## src/rtl/pifo_pkg.sv

```systemverilog
// Shared types for the PIFO flow controller: priority-width helper, FSM states
// and the flow descriptor used when a flow enters the PIFO set.
package pifo_pkg;

    function automatic int prio_width_f(input int max_priority);
        return (max_priority > 2) ? $clog2(max_priority) : 1;
    endfunction

    typedef enum logic [1:0] {
        ST_RUN   = 2'd0,
        ST_DRAIN = 2'd1,
        ST_DONE  = 2'd2
    } fc_state_e;

    localparam int DESC_ID_W   = 8;
    localparam int DESC_PRIO_W = 8;

    // Flow descriptor at the default widths: what the PIFO set stores per flow.
    typedef struct packed {
        logic [DESC_ID_W-1:0]   flow_id;
        logic [DESC_PRIO_W-1:0] prio;
    } flow_desc_t;

endpackage

```

## src/rtl/pifo_out_reg.sv

```systemverilog
// Single valid/ready register stage carrying the dequeued flow id.
module pifo_out_reg #(
    parameter int DATA_WIDTH = 8
) (
    input  logic                  clk,
    input  logic                  reset,
    input  logic                  i__load,
    input  logic [DATA_WIDTH-1:0] i__load_data,
    input  logic                  i__ready,
    output logic                  o__valid,
    output logic [DATA_WIDTH-1:0] o__data
);

    logic                  valid_q, valid_d;
    logic [DATA_WIDTH-1:0] data_q, data_d;

    // A load wins over a drain so a pop during a consuming handshake refills the stage.
    always_comb begin
        valid_d = valid_q;
        data_d  = data_q;
        if (i__load) begin
            valid_d = 1'b1;
            data_d  = i__load_data;
        end else if (i__ready) begin
            valid_d = 1'b0;
        end
    end

    // NOTE: sequential state uses non-blocking assignments so every flop samples pre-edge values.
    always_ff @(posedge clk) begin
        if (!reset) begin
            valid_q <= 1'b0;
            data_q  <= '0;
        end else begin
            valid_q <= valid_d;
            data_q  <= data_d;
        end
    end

    assign o__valid = valid_q;
    assign o__data  = data_q;

endmodule

```

## src/rtl/pifo_flow_ctrl.sv

```systemverilog
// Per-flow packet counting in front of a PIFO set: pushes newly active flows,
// reinserts flows that still hold packets after a pop, and supports a flush/drain.
module pifo_flow_ctrl
    import pifo_pkg::*;
#(
    parameter int  NUM_FLOWS    = 16,
    parameter int  MAX_PRIORITY = 256,
    parameter int  DATA_WIDTH   = 8,
    parameter int  CNT_WIDTH    = 8,
    parameter int  PRIO_DECR    = 1,
    localparam int PRIO_WIDTH   = prio_width_f(MAX_PRIORITY)
) (
    input  logic                  clk,
    input  logic                  reset,
    input  logic                  i__arr_valid,
    input  logic [DATA_WIDTH-1:0] i__arr_flow_id,
    input  logic [PRIO_WIDTH-1:0] i__arr_priority,
    output logic                  o__arr_ready,
    output logic                  o__push_valid,
    output logic [PRIO_WIDTH-1:0] o__push_priority,
    output logic [DATA_WIDTH-1:0] o__push_flow_id,
    input  logic                  i__pifo_set_ready,
    input  logic                  i__pop_valid,
    input  logic [PRIO_WIDTH-1:0] i__pop_priority,
    input  logic [DATA_WIDTH-1:0] i__pop_flow_id,
    output logic                  o__pop,
    output logic                  o__reinsert_valid,
    output logic [PRIO_WIDTH-1:0] o__reinsert_priority,
    output logic                  o__deq_valid,
    output logic [DATA_WIDTH-1:0] o__deq_flow_id,
    input  logic                  i__deq_ready,
    input  logic                  i__flush,
    output logic                  o__flush_done,
    output logic                  o__busy
);

    localparam logic [CNT_WIDTH-1:0] CNT_MAX = '1;

    logic [CNT_WIDTH-1:0] cnt_q [NUM_FLOWS];
    logic [CNT_WIDTH-1:0] cnt_d [NUM_FLOWS];
    fc_state_e            state_q, state_d;

    logic [CNT_WIDTH-1:0] arr_cnt;
    logic                 arr_acc;
    logic                 pop_fire;
    logic                 all_idle;
    logic                 pop_cnt_next_nz;
    logic                 deq_valid;
    logic                 inc, dec;

    // Ids beyond NUM_FLOWS read as full, so such arrivals are never accepted.
    always_comb begin
        arr_cnt = CNT_MAX;
        for (int f = 0; f < NUM_FLOWS; f++) begin
            if (i__arr_flow_id == DATA_WIDTH'(f)) arr_cnt = cnt_q[f];
        end
    end

    always_comb begin
        o__arr_ready     = reset && (state_q == ST_RUN) && i__pifo_set_ready && (arr_cnt != CNT_MAX);
        arr_acc          = i__arr_valid && o__arr_ready;
        pop_fire         = reset && i__pop_valid && (!deq_valid || i__deq_ready);
        o__pop           = pop_fire;
        o__push_valid    = arr_acc && (arr_cnt == '0)
                           && !(pop_fire && (i__pop_flow_id == i__arr_flow_id));
        o__push_priority = i__arr_priority;
        o__push_flow_id  = i__arr_flow_id;
        o__reinsert_valid = pop_fire && pop_cnt_next_nz;
        if (int'(i__pop_priority) >= PRIO_DECR)
            o__reinsert_priority = i__pop_priority - PRIO_WIDTH'(PRIO_DECR);
        else
            o__reinsert_priority = '0;
        o__flush_done    = reset && (state_q == ST_DONE);
        o__busy          = reset && (state_q != ST_RUN);
    end

    // Arrival and pop on the same flow cancel out; counters saturate instead of wrapping.
    always_comb begin
        all_idle        = 1'b1;
        pop_cnt_next_nz = 1'b0;
        inc             = 1'b0;
        dec             = 1'b0;
        for (int f = 0; f < NUM_FLOWS; f++) begin
            inc      = arr_acc  && (i__arr_flow_id == DATA_WIDTH'(f));
            dec      = pop_fire && (i__pop_flow_id == DATA_WIDTH'(f));
            cnt_d[f] = cnt_q[f];
            if (inc && !dec && (cnt_q[f] != CNT_MAX))
                cnt_d[f] = cnt_q[f] + CNT_WIDTH'(1);
            else if (dec && !inc && (cnt_q[f] != '0))
                cnt_d[f] = cnt_q[f] - CNT_WIDTH'(1);
            if (cnt_q[f] != '0) all_idle = 1'b0;
            if ((i__pop_flow_id == DATA_WIDTH'(f)) && (cnt_d[f] != '0)) pop_cnt_next_nz = 1'b1;
        end
    end

    always_comb begin
        state_d = state_q;
        case (state_q)
            ST_RUN:   if (i__flush) state_d = ST_DRAIN;
            ST_DRAIN: if (all_idle && !deq_valid) state_d = ST_DONE;
            ST_DONE:  state_d = ST_RUN;
            default:  state_d = ST_RUN;
        endcase
    end

    // NOTE: the counter array is reset explicitly; a non-zero count marks a flow live in the PIFO set.
    always_ff @(posedge clk) begin
        if (!reset) begin
            state_q <= ST_RUN;
            for (int f = 0; f < NUM_FLOWS; f++) cnt_q[f] <= '0;
        end else begin
            state_q <= state_d;
            cnt_q   <= cnt_d;
        end
    end

    pifo_out_reg #(
        .DATA_WIDTH (DATA_WIDTH)
    ) u_out_reg (
        .clk          (clk),
        .reset        (reset),
        .i__load      (pop_fire),
        .i__load_data (i__pop_flow_id),
        .i__ready     (i__deq_ready),
        .o__valid     (deq_valid),
        .o__data      (o__deq_flow_id)
    );

    assign o__deq_valid = deq_valid;

endmodule

```

## config.mk

```make
export PLATFORM = sky130hd
export DESIGN_NAME = pifo_flow_ctrl
export DESIGN_NICKNAME = d
export VERILOG_FILES = /design/src/rtl/pifo_pkg.sv /design/src/rtl/pifo_out_reg.sv /design/src/rtl/pifo_flow_ctrl.sv
export SDC_FILE = /design/constraint.sdc
export NUM_CORES = 1
export LEC_CHECK = 0
export BUFFER_PORTS_ARGS = -buffer_cell sky130_fd_sc_hd__buf_2
export CORE_ASPECT_RATIO = 0.9
export CORE_MARGIN = 2
export CORE_UTILIZATION = 60
export DETAILED_ROUTE_END_ITERATION = 6
export MAX_ROUTING_LAYER = met4
export PLACE_DENSITY_LB_ADDON = 0.15
export SLEW_MARGIN = 10
export SYNTH_ARGS = -nofsm -noshare
export SYNTH_HDL_FRONTEND = slang
export SYNTH_SLANG_ARGS = --single-unit
```

## constraint.sdc

```tcl
create_clock -name clk -period 7.2 [get_ports clk]
set_input_delay 0.36 -clock clk [delete_from_list [all_inputs] [get_ports clk]]
set_output_delay 0.36 -clock clk [all_outputs]
set_load 0.1 [all_outputs]
```

==> qor.yml <==
floorplanning:
  rows: 49
  die_y_um: 140
  initial_utilization: 0.617
  core_area_mm2: 0.0201
  io-pin-count: 78
  die_w_um: 156
  die_area_mm2: 0.0219
final_layout:
  instances_no_fill: 1910
  layout_common_cells: "nor2_1 (186), nand2_1 (142), dfxtp_1 (139)"
  num_antenna_cells: 0
  areaGrowthSynthToFinish_pct: 6.40
  nets: 1732
  stdcell_area_mm2: 0.0132
  drive_above_1_share: 0.0979
  n_fill_cell: 1813
  seq_area_mm2: 0.00278
  multi_input_area_mm2: 0.00880
  layout_commonest_cell: "nor2_1"
logic_synthesis:
  ys_warn_count: 0
  synth_flop_cell: "dfxtp_1"
  syn_area_mm2: 0.0124
  syn_avg_cell_area_um2: 7.45
  syn_inst: 1667
  synth_cell_types: 93
  synth_edf_count: 0
  async_flop_share: 0
  synth.net_count: 1756
  ys_seq_area_frac: 0.224
  ys_ff_latch: 139
placement:
  gp_congestion: 1.07
  numPortBuffers: 61
  place_area_mm2: 0.0126
  place_hpwl_um: 31500
  place_inst: 1879
global_routing:
  grt_pass1_vias: 12300
  grt_pass1_wl_um: 67800
  antenna_found_initial: 0
  grt_overflow_total: 0
  track_usage: 0.405
  grt_max_degree: 70
timing:
  rsz0062_at_grt: "false"
  finalCritPeriodShare: 0.887
  clock_skew_ns: 0.00924
  maxSlewHeadroom: 0.344
  hold_slack_ns: 0.161
  setup_viol: 0
  hold_viol_final: 0
  period_minus_slack_ns: 6.39
  finalSetupTns_ns: 0
  final_max_slew_viol_count: 0
  worstMarginPinSlew_ns: 0.960
  timing.fmax_mhz: 157
status:
  violations: "design-rule violations"
  outcome: "finished, violations left"
drt:
  wl_um: 43000
  drc: 5
  drtIter0Drc: 2022
  post_drt_wl_per_cell_um: 22.5
  first_pass_iters: 7
  vias_per_cell: 6.89
  final_antenna_net_count: 0
  vias: 13200
clock_network:
  cts_resized: 0
  clk_pin_slew_ns: 0.06
  cts-root-buf: "clkbuf_16"
  cts_hold_buf: 0
  cts_sinks: 139
  postCtsSetupRepairBufs: 0
  clk_path_buf_depth: 2
  htree_levels: 4
  cts_buffers: 17
  cts_tree: "done"
  worstSkewPairLatency_ns: 0.44
pwr:
  clockPowerShare: 0.476
  p_sw_frac: 0.293
  total_power_mw: 1.99
  powerDensity_mw_per_mm2: 150
  p_seq_frac: 0.390
  p_comb_frac: 0.133
  p_sw_uw: 582
  p_leak_nw: 5.12
  p_int_mw: 1.40
  vdd_drop_max_uv: 115
worst_setup_path:
  critPathArrivalTime_ns: 6.03
  worst-path-max-fanout: 37
  cp-end-kind: "primary output"
  crit_required_ns: 6.84
  reg2reg_depth: 13
  crit_start: "i__arr_flow_id[0]"
  criticalPathCategory: "input port to primary output"
  r2r_start: "cnt_q[59]$_SDFF_PN0_"
  start_kind: "input port"
worst_hold_path:
  min-delay-path-class: "input port to flop"
  whs_path_depth: 3
  hold_start: "i__pop_flow_id[6]"
run:
  drv_cap: 0
[cell usage after synthesis, types with 20 or more instances]
| library cell | count | area share |
|---|---|---|
| nor3_1 | 70 | 0.028 |
| clkbuf_1 | 72 | 0.022 |
| xor2_1 | 51 | 0.036 |
| or3_1 | 27 | 0.014 |
| a22oi_1 | 22 | 0.013 |
| xnor2_1 | 68 | 0.048 |
| buf_4 | 21 | 0.013 |
| nand2_1 | 142 | 0.043 |
| o211ai_1 | 20 | 0.012 |
| ha_1 | 50 | 0.050 |
| and2_1 | 75 | 0.038 |
| a21oi_1 | 59 | 0.024 |
| nor4_1 | 43 | 0.022 |
| mux2i_1 | 38 | 0.031 |
| dfxtp_1 | 139 | 0.22 |
| nand3_1 | 86 | 0.035 |
| and3_1 | 40 | 0.020 |
| nand4_1 | 23 | 0.012 |
| nor2_1 | 186 | 0.056 |
| a31oi_1 | 27 | 0.014 |
| inv_1 | 59 | 0.018 |
| o21ai_0 | 47 | 0.019 |
[final timing paths]
check        slack [ns]                                 to
min reg2reg        0.45  u_out_reg.o__data[0]$_SDFFE_PN0P_
min                0.16  u_out_reg.o__data[6]$_SDFFE_PN0P_
max                0.81                  o__reinsert_valid
max reg2reg        2.73              cnt_q[125]$_SDFF_PN0_
[stage by stage]
stage,utilization,setup slack [ns]
2_1_floorplan,-,1.67
3_3_place_gp,0.626,1.07
3_5_place_dp,0.626,1.02
4_1_cts,0.657,1.02
5_1_grt,0.657,0.513
6_report,0.657,0.814
[critical path: stages]
cell,delay (ns)
buf_2,0.38
nand2b_1,0.74
o32a_1,0.32
o221ai_1,0.13
a311o_1,0.39
nor4_2,0.36
and4_4,0.47
buf_4,0.50
o21ai_0,0.32
nor2b_1,0.25
a2111oi_0,0.44
nand4_1,0.21
a31oi_1,0.47
and4bb_1,0.26
a31oi_1,0.16
buf_12,0.22
[per-layer routing]
layer  share of wire  vias to the layer above  global-route usage
met5               0                        -                   -
met4           0.046                        0               0.177
met3            0.13                      175               0.101
met2            0.42                      859               0.579
met1            0.41                     6128               0.540
li1                -                     6005                   -
[sequential cells by signal, summed over array words and instances (netlist names)]
name and flops:
cnt_q 128, state_q 2, u_out_reg.o__data 8, u_out_reg.o__valid 1
[cell type report]
cell class,instances,share of cell area
inverters,62,0.0176
well taps,255,0.0242
clock inverters,13,0.0145
repair buffers,78,0.0339
flip-flops and latches,139,0.211
multi-input cells,1345,0.667
clock buffers,18,0.0325
[power groups by stage]
stage                     clock [mW]  combinational, mW  sequential [mW]
after floorplan                    0              0.189            0.819
after global placement             0              0.254            0.793
after detailed placement           0              0.256            0.793
after CTS                      0.952              0.256            0.776
after global routing           0.983              0.273            0.776
final                          0.946              0.264            0.776
[kinds of logic (layout without fill, tap and decap cells)]
group                      Yosys count  in the layout  share of synthesized area
AOI/OAI and AO/OA                  336            336                      0.194
xor gates and xnor gates           119            119                     0.0840
adders and majority gates           50             50                     0.0504
buffers and inverters              183            171                     0.0665
DFF                                139            139                      0.224
muxes                               55             55                     0.0533
and+or+nand+nor                    785            785                      0.327
Power figures use the tool's default switching activity.
